**src/rtl/timer_pkg.sv**
```systemverilog
// Shared opcodes and mode encoding for the multi-channel timer.
package timer_pkg;

  localparam logic [2:0] OPC_SET_INIT    = 3'b000;
  localparam logic [2:0] OPC_SET_PRE     = 3'b001;
  localparam logic [2:0] OPC_DISABLE     = 3'b010;
  localparam logic [2:0] OPC_EN_ONESHOT  = 3'b011;
  localparam logic [2:0] OPC_EN_PERIODIC = 3'b100;
  localparam logic [2:0] OPC_CLEAR       = 3'b101;
  localparam logic [2:0] OPC_SET_MASK    = 3'b110;
  localparam logic [2:0] OPC_RSVD        = 3'b111;

  typedef enum logic [2:0] {
    OP_SET_INIT    = OPC_SET_INIT,
    OP_SET_PRE     = OPC_SET_PRE,
    OP_DISABLE     = OPC_DISABLE,
    OP_EN_ONESHOT  = OPC_EN_ONESHOT,
    OP_EN_PERIODIC = OPC_EN_PERIODIC,
    OP_CLEAR       = OPC_CLEAR,
    OP_SET_MASK    = OPC_SET_MASK,
    OP_RSVD        = OPC_RSVD
  } timer_op_e;

  typedef enum logic {
    ONESHOT  = 1'b0,
    PERIODIC = 1'b1
  } timer_mode_e;

endpackage

```
**src/rtl/timer_channel.sv**
```systemverilog
// One down-counting timer channel: 2^P prescaler, one-shot/periodic reload,
// sticky done and missed flags.
module timer_channel
  import timer_pkg::*;
#(
  parameter int CNT_W = 30,
  parameter int PRE_W = 5
) (
  input  logic             clk,
  input  logic             reset_n,
  input  logic             cmd_en,
  input  timer_op_e        cmd_op,
  input  logic [CNT_W-1:0] cmd_data,
  output logic [CNT_W-1:0] count,
  output logic             running,
  output logic             done,
  output logic             missed
);

  localparam int PS_W = (1 << PRE_W) - 1;

  logic [CNT_W-1:0] init_q, init_d, count_q, count_d;
  logic [PRE_W-1:0] pre_q, pre_d, pact_q, pact_d;
  logic [PS_W-1:0]  presc_q, presc_d, tick_mask;
  timer_mode_e      mode_q, mode_d;
  logic             running_q, running_d, done_q, done_d, missed_q, missed_d;
  logic             tick, expire, is_clear, is_enable;

  always_comb begin
    init_d    = init_q;
    pre_d     = pre_q;
    pact_d    = pact_q;
    count_d   = count_q;
    presc_d   = presc_q;
    mode_d    = mode_q;
    running_d = running_q;
    done_d    = done_q;
    missed_d  = missed_q;

    // Terminal prescale value is 2^P-1; for the widest P the shift empties and the mask is all ones.
    tick_mask = ~({PS_W{1'b1}} << pact_q);
    tick      = (presc_q == tick_mask);
    expire    = running_q && tick && (count_q == CNT_W'(1));
    is_clear  = cmd_en && (cmd_op == OP_CLEAR);
    is_enable = cmd_en && ((cmd_op == OP_EN_ONESHOT) || (cmd_op == OP_EN_PERIODIC))
                && (init_q != '0);

    if (running_q) begin
      presc_d = tick ? '0 : presc_q + PS_W'(1);
      if (tick) count_d = count_q - CNT_W'(1);
    end

    if (cmd_en) begin
      case (cmd_op)
        OP_SET_INIT: init_d = cmd_data;
        OP_SET_PRE:  pre_d = cmd_data[PRE_W-1:0];
        OP_DISABLE:  running_d = 1'b0;
        OP_CLEAR: begin
          done_d   = 1'b0;
          missed_d = 1'b0;
        end
        default: ;
      endcase
    end

    // Expiry overrides a same-cycle CLEAR; a same-cycle DISABLE still leaves running low.
    if (expire) begin
      done_d = 1'b1;
      if (done_q && !is_clear) missed_d = 1'b1;
      if (mode_q == PERIODIC) begin
        count_d = init_q;
        pact_d  = pre_q;
      end else begin
        count_d   = '0;
        running_d = 1'b0;
      end
    end

    if (is_enable) begin
      count_d   = init_q;
      presc_d   = '0;
      pact_d    = pre_q;
      running_d = 1'b1;
      done_d    = 1'b0;
      missed_d  = 1'b0;
      mode_d    = (cmd_op == OP_EN_PERIODIC) ? PERIODIC : ONESHOT;
    end
  end

  always_ff @(posedge clk or negedge reset_n) begin
    if (!reset_n) begin
      init_q    <= '0;
      pre_q     <= '0;
      pact_q    <= '0;
      count_q   <= '0;
      presc_q   <= '0;
      mode_q    <= ONESHOT;
      running_q <= 1'b0;
      done_q    <= 1'b0;
      missed_q  <= 1'b0;
    end else begin
      init_q    <= init_d;
      pre_q     <= pre_d;
      pact_q    <= pact_d;
      count_q   <= count_d;
      presc_q   <= presc_d;
      mode_q    <= mode_d;
      running_q <= running_d;
      done_q    <= done_d;
      missed_q  <= missed_d;
    end
  end

  assign count   = count_q;
  assign running = running_q;
  assign done    = done_q;
  assign missed  = missed_q;

endmodule

```
**src/rtl/timer_multi.sv**
```systemverilog
// N-channel programmable timer with aggregated registered interrupt.
// Optional TIMER_IRQ_MASK_EN adds a per-channel interrupt mask written by opcode 110.
module timer_multi
  import timer_pkg::*;
#(
  parameter int N_CH  = 4,
  parameter int CNT_W = 30,
  parameter int PRE_W = 5,
  localparam int CH_W = (N_CH > 1) ? $clog2(N_CH) : 1
) (
  input  logic             clk,
  input  logic             reset_n,
  input  logic             wr_en,
  input  logic [CH_W-1:0]  wr_ch,
  input  timer_op_e        wr_op,
  input  logic [CNT_W-1:0] wr_data,
  input  logic [CH_W-1:0]  rd_ch,
  output logic [CNT_W-1:0] rd_count,
  output logic [N_CH-1:0]  running,
  output logic [N_CH-1:0]  done,
  output logic [N_CH-1:0]  missed,
  output logic             irq
);

  logic [CNT_W-1:0] cnt_arr [N_CH];
  logic             irq_q, irq_d;

  // Out-of-range wr_ch matches no instance, so the command is dropped.
  for (genvar i = 0; i < N_CH; i++) begin : g_ch
    timer_channel #(
      .CNT_W(CNT_W),
      .PRE_W(PRE_W)
    ) u_ch (
      .clk     (clk),
      .reset_n (reset_n),
      .cmd_en  (wr_en && (wr_ch == CH_W'(i))),
      .cmd_op  (wr_op),
      .cmd_data(wr_data),
      .count   (cnt_arr[i]),
      .running (running[i]),
      .done    (done[i]),
      .missed  (missed[i])
    );
  end

  always_comb begin
    rd_count = '0;
    for (int i = 0; i < N_CH; i++) begin
      if (rd_ch == CH_W'(i)) rd_count = cnt_arr[i];
    end
  end

`ifdef TIMER_IRQ_MASK_EN
  logic [N_CH-1:0] irq_mask_q, irq_mask_d;

  always_comb begin
    irq_mask_d = irq_mask_q;
    if (wr_en && (wr_op == OP_SET_MASK)) irq_mask_d = wr_data[N_CH-1:0];
  end

  always_ff @(posedge clk or negedge reset_n) begin
    if (!reset_n) irq_mask_q <= '0;
    else          irq_mask_q <= irq_mask_d;
  end

  assign irq_d = |(done & irq_mask_q);
`else
  assign irq_d = |done;
`endif

  always_ff @(posedge clk or negedge reset_n) begin
    if (!reset_n) irq_q <= 1'b0;
    else          irq_q <= irq_d;
  end

  assign irq = irq_q;

endmodule

```
**config.mk**
```make
export PLATFORM = sky130hd
export DESIGN_NAME = timer_multi
export DESIGN_NICKNAME = d
export VERILOG_FILES = /design/src/rtl/timer_pkg.sv /design/src/rtl/timer_channel.sv /design/src/rtl/timer_multi.sv
export SDC_FILE = /design/constraint.sdc
export NUM_CORES = 1
export LEC_CHECK = 0
export ABC_AREA = 1
export CAP_MARGIN = 25
export CORE_MARGIN = 4
export CORE_UTILIZATION = 45
export DETAILED_ROUTE_END_ITERATION = 8
export SLEW_MARGIN = 10
export SYNTH_ARGS = -nofsm -noshare
export SYNTH_HDL_FRONTEND = slang
export SYNTH_SLANG_ARGS = --single-unit
```
**constraint.sdc**
```tcl
create_clock -name clk -period 5.8 [get_ports clk]
set_input_delay 1.45 -clock clk [delete_from_list [all_inputs] [get_ports clk]]
set_output_delay 1.45 -clock clk [all_outputs]
set_load 0.03 [all_outputs]
```
==> results of run 1 <==
==> synth_stat cells (4+ instances only) <==
cell type,instances
a21oi_1,135
a221oi_1,5
buf_1,6
buf_2,64
buf_4,29
clkbuf_1,80
dfrtp_1,421
ha_1,12
inv_1,496
inv_2,9
nand2_1,1378
nand2_2,11
nand3_1,454
nand3b_1,18
nand4_1,129
nor2_1,607
nor2_2,5
nor3_1,102
nor4_1,42
o2111ai_1,13
o211ai_1,4
o21a_1,4
o21ai_0,243
o21ai_1,9
o21bai_1,5
o22ai_1,68
or2_2,8
xnor2_1,14
xor2_1,161
==> path summary, 6_finish.rpt <==
path	startpoint	endpoint	slack (ps)	cells past startpoint
max in group asynchronous	reset_n	g_ch[3].u_ch.count[20]$_DFFE_PN0P_	3830	2
min in group asynchronous	reset_n	g_ch[1].u_ch.presc_q[9]$_DFFE_PN0P_	790	1
max	rd_ch[0]	rd_count[23]	290	6
max reg2reg	g_ch[2].u_ch.pact_q[4]$_DFFE_PN0P_	g_ch[2].u_ch.pact_q[4]$_DFFE_PN0P_	1790	17
min reg2reg	g_ch[3].u_ch.count[28]$_DFFE_PN0P_	g_ch[3].u_ch.count[28]$_DFFE_PN0P_	480	2
min	g_ch[3].u_ch.count[28]$_DFFE_PN0P_	g_ch[3].u_ch.count[28]$_DFFE_PN0P_	480	2
==> layer usage <==
metal  GRT usage (%)  up-vias
met5               0        -
met4            9.07        2
met3            6.25      173
met2            44.9     1371
met1            47.6    14301
li1                -    14724
==> flip-flops by register name, summed over array words and instances, names as in the netlist <==
register           count
g_ch.u_ch.count      120
g_ch.u_ch.done         4
g_ch.u_ch.init_q     120
g_ch.u_ch.missed       4
g_ch.u_ch.mode_q       4
g_ch.u_ch.pact_q      20
g_ch.u_ch.pre_q       20
g_ch.u_ch.presc_q    124
g_ch.u_ch.running      4
irq                    1
==> through the flow <==
| stage | instance area, sq um | hold WS [ps] | instances | util, % |
|---|---|---|---|---|
| finish | 33000 | 478 | 5466 | 51.0 |
| global route | 32900 | 503 | 5462 | 51.0 |
| CTS | 32900 | 483 | 5459 | 50.9 |
| detailed placement | 31100 | 466 | 5367 | 48.1 |
| global placement | 31100 | 466 | 5366 | 48.1 |
| floorplan | 29400 | 449 | 4560 | - |
==> area by class of cell <==
class                           count  area [sq um]  area share, %
Multi-Input combinational cell   3450         16200           49.1
Sequential cell                   421         10500           32.0
Inverter                          508          1910           5.79
Timing Repair Buffer              136          1460           4.42
Clock buffer                       69          1460           4.42
Tap cell                          855          1070           3.25
Clock inverter                     23           349           1.06
Antenna cell                        4          10.0         0.0304
==> kinds of logic (layout without fill, tap and decap cells) <==
kind of cell / count (synthesis) / after routing / share of synthesized area (%)
AOI/OAI and AO/OA: 494 / 494 / 9.18
xor gates and xnor gates: 175 / 175 / 5.21
adders and majority gates: 12 / 12 / 0.510
buffers and inverters: 689 / 736 / 9.48
DFF: 421 / 421 / 35.8
other: 0 / 4 / 0
and+or+nand+nor: 2769 / 2769 / 39.8
==> power by group through the flow <==
stage / clock network [mW] / logic [mW] / registers, mW
floorplan: 0 / 3.87 / 4.22
global placement: 0 / 5.05 / 4.91
detailed placement: 0 / 5.08 / 4.89
CTS: 3.57 / 5.11 / 4.85
global route: 3.70 / 5.84 / 4.99
finish: 3.52 / 5.17 / 4.90
==> worst min-delay path, cell delays in order (launching register included) <==
cell	delay, ps
dfrtp_1	340
nand2_1	50
nand2_1	50
==> flow_summary_export.csv, run 1 <==
group,metric,value,unit
critical_path,slowest_delay,730,ps
global_routing,grt_pass1_vias,27896,
yosys,synth_edf_count,0,
sta,min_period_over_period,94.9,%
cells_and_area,finish.net_count,4621,
pwr,cellPowerDensity,413,nW/um^2
route,drt_first_iter_violations,3583,
cts,cts.repair.resized,0,
cts,clock-sinks,421,
critical_path,path_max_fanout,17,
cts,cts_tree,"done",
sta,setup_tns,0,ps
cts,postCtsSetupRepairBufs,0,
route,wl_per_cell,20.3,microns
critical_path,crit_arrival,4060,ps
critical_path,path_buf_inv,3,
route,wl_met2,45900,microns
sta,skew,23.6,ps
pwr,peakVddDrop,272,uV
yosys,synthDominantCellAreaShare,35.8,%
sta,setup_slack,294,ps
cts,htree_levels,2,
yosys,synth.distinct_cells,46,
cts,cts_hold_buf,0,
cells_and_area,syn2layout_area_growth,12.0,%
cells_and_area,final_cell_mix,"1,376 x nand2_1, 606 x nor2_1, 496 x inv_1",
critical_path,cp_slowest_cell,"nor2_2",
yosys,synthArstFlopShare,100,%
critical_path,crit_path_start_kind,"input port",
pwr,total_power,13.6,mW
critical_path,cp_common_cell,"clkdlybuf4s50_1",
yosys,yosys.area.top_type,"dfrtp_1",
yosys,syn_avg_cell_area,6.45,sq um
sta,worst_pin_slew,1030,ps
floorplanning,die_w,264,microns
yosys,synth_seq_area_share,35.8,%
cts,cts.path.max_buffers,3,
cells_and_area,drive_gt1_share,4.62,%
status,status,"finished, final reports clean",
cells_and_area,fillers,6708,
route,postRouteAntennaNets,0,
sta,rsz0062_at_grt,"false",
yosys,yosys_warnings,0,
global_routing,overflow,0,
job,maxCapViolCount,0,
sta,fmax,0.182,GHz
route,viasPerCell,5.59,
floorplanning,die_h,264,microns
sta,final_hold_viol_count,0,
sta,min_period,5510,ps
placed_design,place_congestion,0.993,
floorplanning,fp.dieArea,69500,sq um
floorplanning,fp-row-count,93,
yosys,syn_inst,4560,
yosys,syn_nets,4612,
sta,maxSlewViolCount,0,
critical_path,crit_type,"in2out",
critical_path,worstPathRequired,4350,ps
placed_design,port-buffer-count,82,
global_routing,grt_max_degree,125,
floorplanning,io_pins,83,
pwr,power_frac_comb,38.1,%
sta,slew_headroom,30.8,%
placed_design,hpwl,81600,microns
pwr,clockPowerShare,25.9,%
yosys,ys.flop_type,"dfrtp_1",
global_routing,grtUsageTotal,31.3,%
route,routed.top_layer,"met5",
global_routing,grt_pass1_wl,172000,microns
pwr,p_int,7.56,mW
yosys,netlist_area,29400,sq um
sta,setup_viol,0,
global_routing,antenna_found_initial,7,
route,drtPass1Iterations,6,
floorplanning,initial_core_util,45.6,%
cts,cts_buffers,52,
pwr,p_leak,16.2,nW
cts,clk_latency,610,ps
route,wl_met1,50600,microns
cts,clockRootBuffer,"clkbuf_16",
yosys,yosys-top-cells-area,"dfrtp_1 36%, nand2_1 18%, nor2_1 7.7%, nand3_1 7.7%, inv_1 6.3%",
critical_path,crit_path_cell_trace,"clkdlybuf4s50_1 -> nor2_2 -> nand2_1 -> o2111ai_1 -> buf_4 -> clkdlybuf4s50_1",
route,wl,111000,microns
pwr,switching_share,44.4,%
route,via_count,30571,
yosys,synth-seq-cells,421,
pwr,netSwitchingPower,6.04,mW
floorplanning,core,64600,sq um
pwr,seq_power_share,36.1,%
route,route.met3.wl,11100,microns
route,drc,0,
cts,clkSlewWorstSetupHoldPaths,60,ps
cells_and_area,mostFrequentLayoutCell,"nand2_1",
critical_path,cp_top_family,"buffers and inverters",
critical_path,cp-end-kind,"primary output",
placed_design,dp_slack,334,ps
hold_path,holdCritPathClass,"reg2reg",
(Power assumes the default switching activity.)
==> inputs of run 2 (changes only) <==
--- a/config.mk
+++ b/config.mk
@@ -7,7 +7,7 @@
 export LEC_CHECK = 0
 export ABC_AREA = 1
 export CAP_MARGIN = 25
-export CORE_MARGIN = 4
+export CORE_MARGIN = 2
 export CORE_UTILIZATION = 45
 export DETAILED_ROUTE_END_ITERATION = 8
 export SLEW_MARGIN = 10
==> run 2 against run 1 <==
  * Worst setup slack gained 180 ps
  * Cell area down 0.41%
  * Register-to-register slack got worse by 40 ps
==> flow_summary_export.csv, run 2 (same netlist as run 1, synthesis figures left out) <==
group,metric,value,unit
placed_design,place_congestion,0.984,
route,wl_met1,50400,microns
critical_path,path_max_fanout,17,
cts,clock-sinks,421,
sta,slew_headroom,28.9,%
critical_path,timing.rr.start,"g_ch[1].u_ch.pact_q[4]$_DFFE_PN0P_",
critical_path,ff2ff_path_depth,13,
critical_path,worstPathRequired,4350,ps
sta,maxSlewViolCount,0,
critical_path,timing.rr.end,"g_ch[1].u_ch.pact_q[2]$_DFFE_PN0P_",
cells_and_area,final_cell_mix,"1,376 x nand2_1, 606 x nor2_1, 496 x inv_1",
route,wl,112000,microns
cells_and_area,mostFrequentLayoutCell,"nand2_1",
cells_and_area,largest_reg_flops,124,
placed_design,port-buffer-count,82,
critical_path,cp-end-kind,"primary output",
floorplanning,die_h,260,microns
sta,worst_pin_slew,1060,ps
status,status,"finished, final reports clean",
critical_path,crit_arrival,3880,ps
floorplanning,io_pins,83,
pwr,p_int,7.41,mW
pwr,cellPowerDensity,413,nW/um^2
cts,cts.path.max_buffers,3,
pwr,clockPowerShare,25.3,%
route,viasPerCell,5.60,
critical_path,crit_path_start_kind,"input port",
pwr,p_leak,16.1,nW
hold_path,whs_endpoint,"g_ch[1].u_ch.init_q[12]$_DFFE_PN0P_",
route,routed.top_layer,"met5",
sta,min_period_over_period,91.9,%
floorplanning,core,64600,sq um
route,drc,0,
route,wl_met2,47700,microns
pwr,peakVddDrop,260,uV
hold_path,hold_start,"g_ch[1].u_ch.init_q[12]$_DFFE_PN0P_",
critical_path,crit_type,"in2out",
hold_path,hold_path_depth,2,
cells_and_area,syn2layout_area_growth,11.5,%
placed_design,hpwl,82400,microns
global_routing,grt_pass1_wl,171000,microns
sta,setup_viol,0,
route,wl_per_cell,20.5,microns
global_routing,overflow,0,
sta,whs,483,ps
cts,clockRootBuffer,"clkbuf_16",
critical_path,reg2reg_slack,1750,ps
global_routing,grt_pass1_vias,27936,
sta,fmax,0.188,GHz
global_routing,grt_max_degree,108,
pwr,netSwitchingPower,6.16,mW
route,drtPass1Iterations,6,
cts,cts_hold_buf,0,
job,maxCapViolCount,0,
global_routing,grtUsageTotal,33.0,%
cts,clkSlewWorstSetupHoldPaths,60,ps
pwr,seq_power_share,36.6,%
cts,postCtsSetupRepairBufs,0,
route,postRouteAntennaNets,0,
route,via_count,30545,
floorplanning,die_w,260,microns
floorplanning,initial_core_util,45.6,%
pwr,power_frac_comb,38.1,%
cells_and_area,finish.net_count,4612,
cells_and_area,top_register,"g_ch.u_ch.presc_q",
route,route.met3.wl,10600,microns
sta,setup_tns,0,ps
hold_path,holdCritPathClass,"reg2reg",
floorplanning,fp-row-count,93,
global_routing,antenna_found_initial,11,
cts,cts_buffers,51,
pwr,total_power,13.6,mW
sta,skew,25.3,ps
sta,rsz0062_at_grt,"false",
pwr,switching_share,45.4,%
route,drt_first_iter_violations,3704,
cells_and_area,drive_gt1_share,4.52,%
sta,final_hold_viol_count,0,
cts,cts_tree,"done",
floorplanning,fp.dieArea,67500,sq um
sta,min_period,5330,ps
cts,clk_latency,620,ps
cts,htree_levels,2,
cts,cts.repair.resized,0,
run 2: worst max-delay path, cell delays in order:
cell,delay [ps]
clkdlybuf4s50_1,570
nor2_1,420
clkinv_1,590
o22ai_1,300
a21oi_1,110
o21ai_0,240
buf_12,190
run 2: metal layers:
metal | vias to the layer above | track usage (%)
li1 | 14704 | -
met1 | 14350 | 48.2
met2 | 1329 | 49.0
met3 | 156 | 6.82
met4 | 6 | 9.40
met5 | - | 0
run 2: layout make-up:
| cell class | instances | area [sq um] |
|---|---|---|
| Fill cell | 6762 | 31800 |
| Multi-Input combinational cell | 3450 | 16200 |
| Sequential cell | 421 | 10500 |
| Inverter | 508 | 1910 |
| Clock buffer | 67 | 1450 |
| Timing Repair Buffer | 128 | 1370 |
| Tap cell | 855 | 1070 |
| Clock inverter | 27 | 322 |
| Antenna cell | 2 | 5.00 |
run 2: power groups by stage:
stage | sequential, mW | combinational [mW] | clock [mW]
floorplan | 4.22 | 3.87 | 0
global placement | 4.97 | 5.06 | 0
detailed placement | 4.95 | 5.09 | 0
CTS | 4.91 | 5.12 | 3.48
global route | 5.04 | 5.83 | 3.59
finish | 4.97 | 5.17 | 3.43
run 2: worst max path at each step:
stage               startpoint  slack, ps            to
floorplan             rd_ch[1]       1500  rd_count[20]
finish                rd_ch[0]        470   rd_count[7]
global route          rd_ch[0]        310   rd_count[7]
global placement      rd_ch[0]        550   rd_count[7]
CTS                   rd_ch[0]        520   rd_count[7]
detailed placement    rd_ch[0]        530   rd_count[7]
run 2: per-stage QoR:
step / setup WS [ps] / utilization (%) / area [sq um] / instances
after floorplan: 1500 / - / 29400 / 4560
after global placement: 554 / 48.0 / 31000 / 5358
after detailed placement: 530 / 48.1 / 31000 / 5361
after CTS: 520 / 50.8 / 32800 / 5455
after global routing: 309 / 50.8 / 32800 / 5456
final: 471 / 50.8 / 32800 / 5458
